[src/rtl/strip_scan_sequencer_if.sv]
// strip_scan_sequencer_if: configuration, pulser handshake and status bundle for the strip scan sequencer.
// Ports: none; slave modport is the sequencer (config/pulser/hit inputs, scan status outputs),
// master modport is the register interface plus pulser/decoder side that drives it.
interface strip_scan_sequencer_if;
    logic        start;
    logic        abort;
    logic [4:0]  first_strip;
    logic [4:0]  last_strip;
    logic [15:0] pulses_per_strip;
    logic [7:0]  settle_cycles;
    logic        pulser_ready;
    logic [31:0] halfstrips;
    logic [4:0]  strip_sel;
    logic [31:0] halfstrips_expect;
    logic        fire_pulse;
    logic        busy;
    logic        done;
    logic        timeout;
    logic [15:0] pass_count;
    logic [15:0] err_count;
    logic        first_err_valid;
    logic [4:0]  first_err_strip;
    logic [31:0] first_err_hits;
    modport master (
        output start, abort, first_strip, last_strip, pulses_per_strip, settle_cycles, pulser_ready, halfstrips,
        input  strip_sel, halfstrips_expect, fire_pulse, busy, done, timeout, pass_count, err_count,
               first_err_valid, first_err_strip, first_err_hits
    );
    modport slave (
        input  start, abort, first_strip, last_strip, pulses_per_strip, settle_cycles, pulser_ready, halfstrips,
        output strip_sel, halfstrips_expect, fire_pulse, busy, done, timeout, pass_count, err_count,
               first_err_valid, first_err_strip, first_err_hits
    );
endinterface

[src/rtl/strip_scan_sequencer.sv]
// strip_scan_sequencer: steps a half-strip range, fires the pulser per strip and checks sampled hits.
// Ports: clk (40 MHz), reset (async, active-high), bus (slave modport: start/abort/config in,
// pulser_ready/halfstrips in, strip_sel/halfstrips_expect/fire_pulse/busy/done/timeout/counts/first error out).
module strip_scan_sequencer #(
    parameter int SAMPLE_WIN  = 8,
    parameter int ACK_TIMEOUT = 255
) (
    input logic                   clk,
    input logic                   reset,
    strip_scan_sequencer_if.slave bus
);
    typedef enum logic [2:0] {IDLE, SETTLE, FIRE, WAIT_ACK, WAIT_DONE, SAMPLE, CHECK, FINISH} state_t;
    state_t      state_q, state_d;
    logic [4:0]  strip_q, strip_d, last_q, last_d, fe_strip_q, fe_strip_d;
    logic [7:0]  settle_q, settle_d;
    logic [15:0] cnt_q, cnt_d, ppc_q, ppc_d, pleft_q, pleft_d, pass_q, pass_d, err_q, err_d;
    logic [31:0] acc_q, acc_d, fe_hits_q, fe_hits_d, expect_w;
    logic        timeout_q, timeout_d, fe_valid_q, fe_valid_d;

    assign expect_w = 32'd1 << strip_q;

    always_ff @(posedge clk or posedge reset) begin
        if (reset) begin
            state_q    <= IDLE;
            strip_q    <= '0;
            last_q     <= '0;
            settle_q   <= '0;
            cnt_q      <= '0;
            ppc_q      <= '0;
            pleft_q    <= '0;
            pass_q     <= '0;
            err_q      <= '0;
            acc_q      <= '0;
            timeout_q  <= 1'b0;
            fe_valid_q <= 1'b0;
            fe_strip_q <= '0;
            fe_hits_q  <= '0;
        end else begin
            state_q    <= state_d;
            strip_q    <= strip_d;
            last_q     <= last_d;
            settle_q   <= settle_d;
            cnt_q      <= cnt_d;
            ppc_q      <= ppc_d;
            pleft_q    <= pleft_d;
            pass_q     <= pass_d;
            err_q      <= err_d;
            acc_q      <= acc_d;
            timeout_q  <= timeout_d;
            fe_valid_q <= fe_valid_d;
            fe_strip_q <= fe_strip_d;
            fe_hits_q  <= fe_hits_d;
        end
    end

    always_comb begin
        state_d    = state_q;
        strip_d    = strip_q;
        last_d     = last_q;
        settle_d   = settle_q;
        cnt_d      = cnt_q;
        ppc_d      = ppc_q;
        pleft_d    = pleft_q;
        pass_d     = pass_q;
        err_d      = err_q;
        acc_d      = acc_q;
        timeout_d  = timeout_q;
        fe_valid_d = fe_valid_q;
        fe_strip_d = fe_strip_q;
        fe_hits_d  = fe_hits_q;
        if (state_q != IDLE && bus.abort) begin
            state_d = IDLE;
        end else begin
            case (state_q)
                IDLE: if (bus.start && !bus.abort) begin
                    pass_d     = '0;
                    err_d      = '0;
                    timeout_d  = 1'b0;
                    fe_valid_d = 1'b0;
                    fe_strip_d = '0;
                    fe_hits_d  = '0;
                    last_d     = bus.last_strip;
                    settle_d   = bus.settle_cycles;
                    // ppc holds pulses-per-strip minus one; a request of 0 behaves as 1
                    ppc_d      = (bus.pulses_per_strip == 16'd0) ? 16'd0 : bus.pulses_per_strip - 16'd1;
                    pleft_d    = (bus.pulses_per_strip == 16'd0) ? 16'd0 : bus.pulses_per_strip - 16'd1;
                    strip_d    = bus.first_strip;
                    cnt_d      = {8'd0, bus.settle_cycles};
                    state_d    = (bus.first_strip > bus.last_strip) ? FINISH : SETTLE;
                end
                SETTLE: if (cnt_q == 16'd0) state_d = FIRE; else cnt_d = cnt_q - 16'd1;
                FIRE: begin
                    cnt_d   = 16'(ACK_TIMEOUT - 1);
                    state_d = WAIT_ACK;
                end
                WAIT_ACK: begin
                    if (!bus.pulser_ready) begin
                        state_d = WAIT_DONE;
                    end else if (cnt_q == 16'd0) begin
                        timeout_d = 1'b1;
                        state_d   = IDLE;
                    end else begin
                        cnt_d = cnt_q - 16'd1;
                    end
                end
                WAIT_DONE: if (bus.pulser_ready) begin
                    acc_d   = '0;
                    cnt_d   = 16'(SAMPLE_WIN - 1);
                    state_d = SAMPLE;
                end
                SAMPLE: begin
                    acc_d = acc_q | bus.halfstrips;
                    if (cnt_q == 16'd0) state_d = CHECK; else cnt_d = cnt_q - 16'd1;
                end
                CHECK: begin
                    if (acc_q == expect_w) begin
                        pass_d = pass_q + {15'd0, pass_q != 16'hFFFF};
                    end else begin
                        err_d = err_q + {15'd0, err_q != 16'hFFFF};
                        if (!fe_valid_q) begin
                            fe_valid_d = 1'b1;
                            fe_strip_d = strip_q;
                            fe_hits_d  = acc_q;
                        end
                    end
                    if (pleft_q != 16'd0) begin
                        pleft_d = pleft_q - 16'd1;
                        state_d = FIRE;
                    end else if (strip_q < last_q) begin
                        strip_d = strip_q + 5'd1;
                        pleft_d = ppc_q;
                        cnt_d   = {8'd0, settle_q};
                        state_d = SETTLE;
                    end else begin
                        state_d = FINISH;
                    end
                end
                FINISH: state_d = IDLE;
                default: state_d = IDLE;
            endcase
        end
    end

    assign bus.strip_sel         = strip_q;
    assign bus.halfstrips_expect = expect_w;
    assign bus.fire_pulse        = (state_q == FIRE);
    assign bus.busy              = (state_q != IDLE);
    assign bus.done              = (state_q == FINISH);
    assign bus.timeout           = timeout_q;
    assign bus.pass_count        = pass_q;
    assign bus.err_count         = err_q;
    assign bus.first_err_valid   = fe_valid_q;
    assign bus.first_err_strip   = fe_strip_q;
    assign bus.first_err_hits    = fe_hits_q;
endmodule

[src/flat_wrapper.sv]
// flat-port wrapper written by rule: the top's interface ports become plain ports
module strip_scan_sequencer_flat 
#(
    parameter int SAMPLE_WIN  = 8,
    parameter int ACK_TIMEOUT = 255
)
  (clk, reset, bus_start, bus_abort, bus_first_strip, bus_last_strip, bus_pulses_per_strip, bus_settle_cycles, bus_pulser_ready, bus_halfstrips, bus_strip_sel, bus_halfstrips_expect, bus_fire_pulse, bus_busy, bus_done, bus_timeout, bus_pass_count, bus_err_count, bus_first_err_valid, bus_first_err_strip, bus_first_err_hits);
  strip_scan_sequencer_if bus_i ();
  input logic clk;
  input logic reset;
  input wire logic [$bits(bus_i.start)-1:0] bus_start;
  input wire logic [$bits(bus_i.abort)-1:0] bus_abort;
  input wire logic [$bits(bus_i.first_strip)-1:0] bus_first_strip;
  input wire logic [$bits(bus_i.last_strip)-1:0] bus_last_strip;
  input wire logic [$bits(bus_i.pulses_per_strip)-1:0] bus_pulses_per_strip;
  input wire logic [$bits(bus_i.settle_cycles)-1:0] bus_settle_cycles;
  input wire logic [$bits(bus_i.pulser_ready)-1:0] bus_pulser_ready;
  input wire logic [$bits(bus_i.halfstrips)-1:0] bus_halfstrips;
  output wire logic [$bits(bus_i.strip_sel)-1:0] bus_strip_sel;
  output wire logic [$bits(bus_i.halfstrips_expect)-1:0] bus_halfstrips_expect;
  output wire logic [$bits(bus_i.fire_pulse)-1:0] bus_fire_pulse;
  output wire logic [$bits(bus_i.busy)-1:0] bus_busy;
  output wire logic [$bits(bus_i.done)-1:0] bus_done;
  output wire logic [$bits(bus_i.timeout)-1:0] bus_timeout;
  output wire logic [$bits(bus_i.pass_count)-1:0] bus_pass_count;
  output wire logic [$bits(bus_i.err_count)-1:0] bus_err_count;
  output wire logic [$bits(bus_i.first_err_valid)-1:0] bus_first_err_valid;
  output wire logic [$bits(bus_i.first_err_strip)-1:0] bus_first_err_strip;
  output wire logic [$bits(bus_i.first_err_hits)-1:0] bus_first_err_hits;
  assign bus_i.start = bus_start;
  assign bus_i.abort = bus_abort;
  assign bus_i.first_strip = bus_first_strip;
  assign bus_i.last_strip = bus_last_strip;
  assign bus_i.pulses_per_strip = bus_pulses_per_strip;
  assign bus_i.settle_cycles = bus_settle_cycles;
  assign bus_i.pulser_ready = bus_pulser_ready;
  assign bus_i.halfstrips = bus_halfstrips;
  assign bus_strip_sel = bus_i.strip_sel;
  assign bus_halfstrips_expect = bus_i.halfstrips_expect;
  assign bus_fire_pulse = bus_i.fire_pulse;
  assign bus_busy = bus_i.busy;
  assign bus_done = bus_i.done;
  assign bus_timeout = bus_i.timeout;
  assign bus_pass_count = bus_i.pass_count;
  assign bus_err_count = bus_i.err_count;
  assign bus_first_err_valid = bus_i.first_err_valid;
  assign bus_first_err_strip = bus_i.first_err_strip;
  assign bus_first_err_hits = bus_i.first_err_hits;
  strip_scan_sequencer #(.SAMPLE_WIN(SAMPLE_WIN), .ACK_TIMEOUT(ACK_TIMEOUT)) u_core (.clk(clk), .reset(reset), .bus(bus_i));
endmodule
[config.mk]
export PLATFORM = sky130hd
export DESIGN_NAME = strip_scan_sequencer_flat
export DESIGN_NICKNAME = d
export VERILOG_FILES = /design/src/rtl/strip_scan_sequencer_if.sv /design/src/rtl/strip_scan_sequencer.sv /design/src/flat_wrapper.sv
export SDC_FILE = /design/constraint.sdc
export NUM_CORES = 1
export LEC_CHECK = 0
export BUFFER_PORTS_ARGS = -buffer_cell sky130_fd_sc_hd__buf_2
export CAP_MARGIN = 0
export CORE_MARGIN = 2
export CORE_UTILIZATION = 51
export DETAILED_ROUTE_END_ITERATION = 7
export GPL_TIMING_DRIVEN = 0
export PLACE_DENSITY = 0.77
export SETUP_SLACK_MARGIN = 0.4
export SKIP_CTS_REPAIR_TIMING = 1
export SYNTH_ARGS = -nofsm -noshare
export SYNTH_HDL_FRONTEND = slang
export SYNTH_SLANG_ARGS = --single-unit
[constraint.sdc]
create_clock -name clk -period 5.35 [get_ports clk]
set_clock_uncertainty 0.1 [all_clocks]
set_input_delay 0.2675 -clock clk [delete_from_list [all_inputs] [get_ports clk]]
set_output_delay 0.2675 -clock clk [all_outputs]
set_load 0.01 [all_outputs]
# == Word-level counts from Yosys, hierarchy flattened ==
# Index checks and enable logic that the tools add are counted.
# op_classes
addsub,6
order_cmp,2
n_eq_ne,25
shift,1
muxes,48
bitwise,2
reduce_logical,23
# op_table
op,n
16-bit 2-to-1 mux,13
32-bit 2-to-1 mux,4
32-bit one-hot mux with 2 select lines,2
16-bit one-hot mux with 2 select lines,3
16-bit one-hot mux with 6 select lines,1
"16-bit by 1-bit subtractor with 16-bit output, second input constant",3
16-bit by 1-bit adder with 16-bit output,2
32-bit == test,1
16-bit logical NOT,2
"16-bit != test, second input constant",2
32-bit bitwise OR,1
"1-bit by 5-bit << shifter with 32-bit output, first input constant",1
3-bit 2-to-1 mux,10
5-bit 2-to-1 mux,6
3-bit one-hot mux with 8 select lines,1
5-bit one-hot mux with 2 select lines,2
5-bit AND reduction,4
16-bit nonzero test,1
"3-bit == test, second input constant",4
"3-bit by 1-bit != test with 1-bit output, second input constant",4
4-bit AND reduction,3
"2-bit != test, second input constant",5
"2-bit by 1-bit != test with 1-bit output, second input constant",4
7-bit AND reduction,1
other kinds (18),27
# totals
ff_bits,172
input_bits,71
out_inout_bits,111
word_cells,121

# == Depth between registers and ports, before layout ==
# logic_depth
ltp_word,5
ltp_mapped,12
ltp_nobuf,10

# == Least setup slack after synthesis ==
# Ideal clock, no wire load.
# synth_path
kind,register -> register
startpoint,register u_core.strip_q[2] (netlist: u_core.bus.strip_sel[2])
endpoint,register u_core.fe_strip_q[1] (netlist: u_core.bus.first_err_strip[1])
setup_ns,0.066
arrival_time_ns,2.707
required_time_ns,5.184
setup_slack_ns,2.477
path_stages_with_launch,12
path_buffers,2
synth_period_minus_slack_ns,2.873
cell_sequence,dfrtp_1 -> clkinv_1 -> ha_1 -> clkbuf_1 -> and4b_1 -> a211oi_1 -> o21ai_0 -> and4_1 -> and4_1 -> nor3_2 -> clkbuf_1 -> a22o_1
# synth_between
elab_chain_len,4
# synth_rtl
element,line,source
from (decl),strip_scan_sequencer.sv:14,"logic [4:0] strip_q, strip_d, last_q, last_d, fe_strip_q, fe_strip_d;"
from (signal assigned),strip_scan_sequencer.sv:40,strip_q <= strip_d;
1-bit by 5-bit << shifter with 32-bit output,strip_scan_sequencer.sv:20,assign expect_w = 32'd1 << strip_q;
32-bit == test,strip_scan_sequencer.sv:116,if (acc_q == expect_w) begin
2-bit != test (no source line),-,
5-bit AND reduction (no source line),-,
to (signal assigned),strip_scan_sequencer.sv:51,fe_strip_q <= fe_strip_d;
to (decl),strip_scan_sequencer.sv:14,
# Every way passes these cells.
# A chain may end at the register's enable or synchronous reset.

# == Final worst setup path ==
# Same ends and word-level chain as after synthesis.

==> summary.md <==
| Metric | Value |
|---|---|
| Number of flops mapped to enable cells by yosys | `0` |
| Vias in the first global route | `9306` |
| Transition time at the pin with the least slew margin | `1070 ps` |
| Path class of the lowest-slack min-delay path | `in -> reg` |
| Slowest cell on the critical path | `nor3_2` |
| Minimum setup slack after placement | `1620 ps` |
| Total number of yosys warnings | `0` |
| Leakage component of the power | `slightly below 0.006 µW` |
| Sinks on the clock net | `approximately 170` |
| Die width | `~140 µm` |
| Failing checks | `negative hold slack` |
| Placed Instances | `around 1600` |
| 1st-pass router iterations | `8` |
| Clock latency on the worst-skew pair | `between 400 and 500 ps` |
| Netlist cell types | `73` |
| Area grow syn2layout | `22.3%` |
| Clock slew at reported path FFs | `70 ps` |
| Vias per cell | `roughly 6.0` |
| Commonest non-fill, non-tap cells in the layout | `196 x buf_2, 172 x dfrtp_1, 151 x nand2_1` |
| Congestion Overflow GR | `0` |
| Post-synthesis area per instance | `8.62 µm²` |
| Final net count | `1487` |
| Share of synthesized flip-flops with an asynchronous set or reset | `100%` |
| Area of the mapped netlist | `10000 µm²` |
| Number of pins exceeding their max-slew limit in the final report | `0` |
| Cell-by-cell trace of the critical path | `clkinv_1, ha_1, clkbuf_1, and4b_1, a211oi_1, o21ai_0, and4_1, and4_1, nor3_2, clkbuf_1, a22o_1` |
| Crit Path Class | `reg -> reg` |
| Y dimension of the die | `144 µm` |
| Half-perimeter wire length after placement | `22300 µm` |
| Maximum fanout count along the critical path | `10` |
| Worst-case register-to-register setup slack | `approximately 1500 ps` |
| Part of the power in the clock network | `23.1%` |
| DRC violations left | `0` |
| Count of buffers from port buffering | `180` |
| Switching portion of total power | `41.4%` |
| Final Hold Violating Endpoints | `11` |
| Total via count in the routed design | `roughly 10000` |
| Number of DRC violations after detailed-routing iteration 0 | `between 900 and 1000` |
| Count of inserted antenna diode cells | `0` |
| Category of cells accounting for the largest share of critical-path delay | `simple AND/OR/NAND/NOR gates` |
| Final setup vio count | `0` |
| Final hold slack | `-23.4 ps` |
| Antenna violations before repair | `0` |
| IR Drop Worst-Case VDD | `0.000288 V` |
| RSZ-0062 raised after global routing | `false` |
| Most frequent standard cell in the layout excluding fill and tap cells | `buf_2` |
| Clock tree from TritonCTS | `done` |
| H-tree level count | `4` |
| Number of max-cap violations | `0` |
| Final Worst Setup Slack | `1510 ps` |
| Cell area reported after detailed placement | `11300 µm²` |
| Post-synthesis sequential area ratio | `43.0%` |
| Startpoint class of the critical path | `flip-flop` |
| Relative contribution of combinational cells to total power | `39.6%` |
| Average wire per cell in the routed design | `18.5 µm` |
| Post-layout min period | `3840 ps` |
| Portion of the clock cycle consumed by the worst path in the final layout | `71.7%` |
| Maximum number of pins on one net before global-route repair | `43` |
| Total detailed-routing wirelength | `30800 µm` |
| Final estimated routing congestion in global placement | `0.934` |
| Clock Tree Buf Depth | `2` |
| Status | `finished, violations left` |
| Library cell used as clock root buffer | `clkbuf_16` |
| Slew HR | `27.8%` |
| Final standard cell count with taps included and fillers excluded | `around 1700` |
| Sequential cell fraction of total power | `37.3%` |
| Final total negative setup slack | `0 ps` |
| Internal power summed over all cells | `about 3400 µW` |
| Number of CTS-inserted buffers | `17` |
| Data required time of the worst path | `between 5000 and 6000 ps` |
| Area of the core | `19300 µm²` |
| Power density relative to cell area | `477 nW/µm²` |
| Antenna viol nets, final | `0` |
| Biggest cell delay along the critical path | `690 ps` |
| Total GRT Usage | `29.5%` |
| Number of buffer and inverter instances along the worst setup path | `3` |
| Endpoint arrival time on the critical path | `4100 ps` |
| Wire length of the first global-routing pass | `48100 µm` |
| Proportion of layout cells with a drive suffix above 1 | `18.4%` |
| Most common flop cell mapped by yosys | `dfrtp_1` |
| Count of mapped cells out of synthesis | `between 1000 and 1500` |
| Filler cells | `~1700` |
| Final Cell Area | `12200 µm²` |
| Maximum operating frequency | `roughly 0.26 GHz` |
| Boundary pin count | `about 180` |
| Seq cells post-synth | `172` |
| Post-synth net total | `roughly 1300` |
| DIE AREA | `between 20000 and 25000 µm²` |
| # rows | `51` |
| Net switching power figure | `~2400 µW` |
| Effective utilization at floorplan | `51.8%` |
| Setup crit end kind | `flip-flop` |
==> Yosys cell counts, types with 11 or more instances <==
| library cell | number | area, µm² |
|---|---|---|
| xor2_1 | 12 | 105 |
| a21o_1 | 11 | 82.6 |
| o21ai_0 | 67 | 335 |
| and3_1 | 13 | 81.3 |
| nor2_1 | 141 | 529 |
| buf_2 | 16 | 80.1 |
| nand2_1 | 151 | 567 |
| inv_1 | 32 | 120 |
| nand4_1 | 17 | 106 |
| clkbuf_1 | 46 | 173 |
| o31ai_1 | 16 | 120 |
| a22o_1 | 45 | 394 |
| dfrtp_1 | 172 | 4300 |
| a211oi_1 | 14 | 105 |
| nand3_1 | 42 | 210 |
| and2_1 | 11 | 68.8 |
| nand2b_1 | 15 | 93.8 |
| xnor2_1 | 16 | 140 |
| ha_1 | 23 | 288 |
| a21oi_1 | 66 | 330 |
| nor3_1 | 45 | 225 |
==> power by group through the flow <==
stage                     sequential [µW]  clock, µW  combinational, µW
after floorplan                      2080          0               1560
after global placement               2160          0               2180
after detailed placement             2180          0               2250
after CTS                            2160       1360               2270
after global routing                 2220       1410               2580
final                                2180       1350               2320
==> final cells by class <==
class	count	area [µm²]	share of cell area, %
buffer	75	350	2.86
timing repair buffer	212	1260	10.3
clock inverter	12	186	1.52
tap	265	332	2.71
sequential	172	4300	35.2
inverter	33	128	1.04
clock buffer	18	439	3.59
multi-input combinational	882	5240	42.8
==> flip-flops by register name, indices dropped and copies added (netlist names), 8 cells and up <==
| register | count |
|---|---|
| u_core.acc_q | 32 |
| u_core.bus.err_count | 16 |
| u_core.bus.first_err_hits | 32 |
| u_core.bus.pass_count | 16 |
| u_core.cnt_q | 16 |
| u_core.pleft_q | 16 |
| u_core.ppc_q | 16 |
| u_core.settle_q | 8 |
==> cell families after synthesis <==
| group | after synthesis | synth area share, % |
|---|---|---|
| muxes | 5 | 0.525 |
| AOI/OAI and AO/OA | 312 | 21.3 |
| adders and majority gates | 23 | 2.87 |
| buffers and inverters | 108 | 4.74 |
| xor gates and xnor gates | 28 | 2.45 |
| and+or+nand+nor | 514 | 25.1 |
| DFF | 172 | 43.0 |
==> worst paths after layout <==
kind,start,to,depth (start not counted)
setup / recovery,u_core.bus.strip_sel[2],u_core.bus.first_err_strip[1],11
hold / removal,bus_halfstrips[10],u_core.acc_q[10],3
setup reg to reg,u_core.bus.strip_sel[2],u_core.bus.first_err_strip[1],11
hold reg to reg,u_core.ppc_q[9],u_core.ppc_q[9],2
max in group asynchronous,reset,u_core.bus.timeout,5
min in group asynchronous,reset,u_core.bus.first_err_strip[2],3
==> tightest hold or removal path, cell delays in order <==
cell and delay, ps:
buf_2 80, a21oi_1 50, nor2_1 70
==> layer usage <==
metal | global-route usage (%) | part of all wire (%)
met5 | 0 | 0
met4 | 12.0 | 3.9
met3 | 4.93 | 7.5
met2 | 47.8 | 47
met1 | 39.4 | 42
==> metrics by stage <==
stage	hold WS (ps)	utilization [%]	power, µW
3_5_place_dp	335	58.6	4430
3_3_place_gp	358	58.2	4340
6_report	-23.4	63.3	5840
5_1_grt	0.686	63.3	6210
4_1_cts	-118	61.9	5780
2_1_floorplan	273	-	3640
Note: power is estimated with default switching activity, not from simulation.
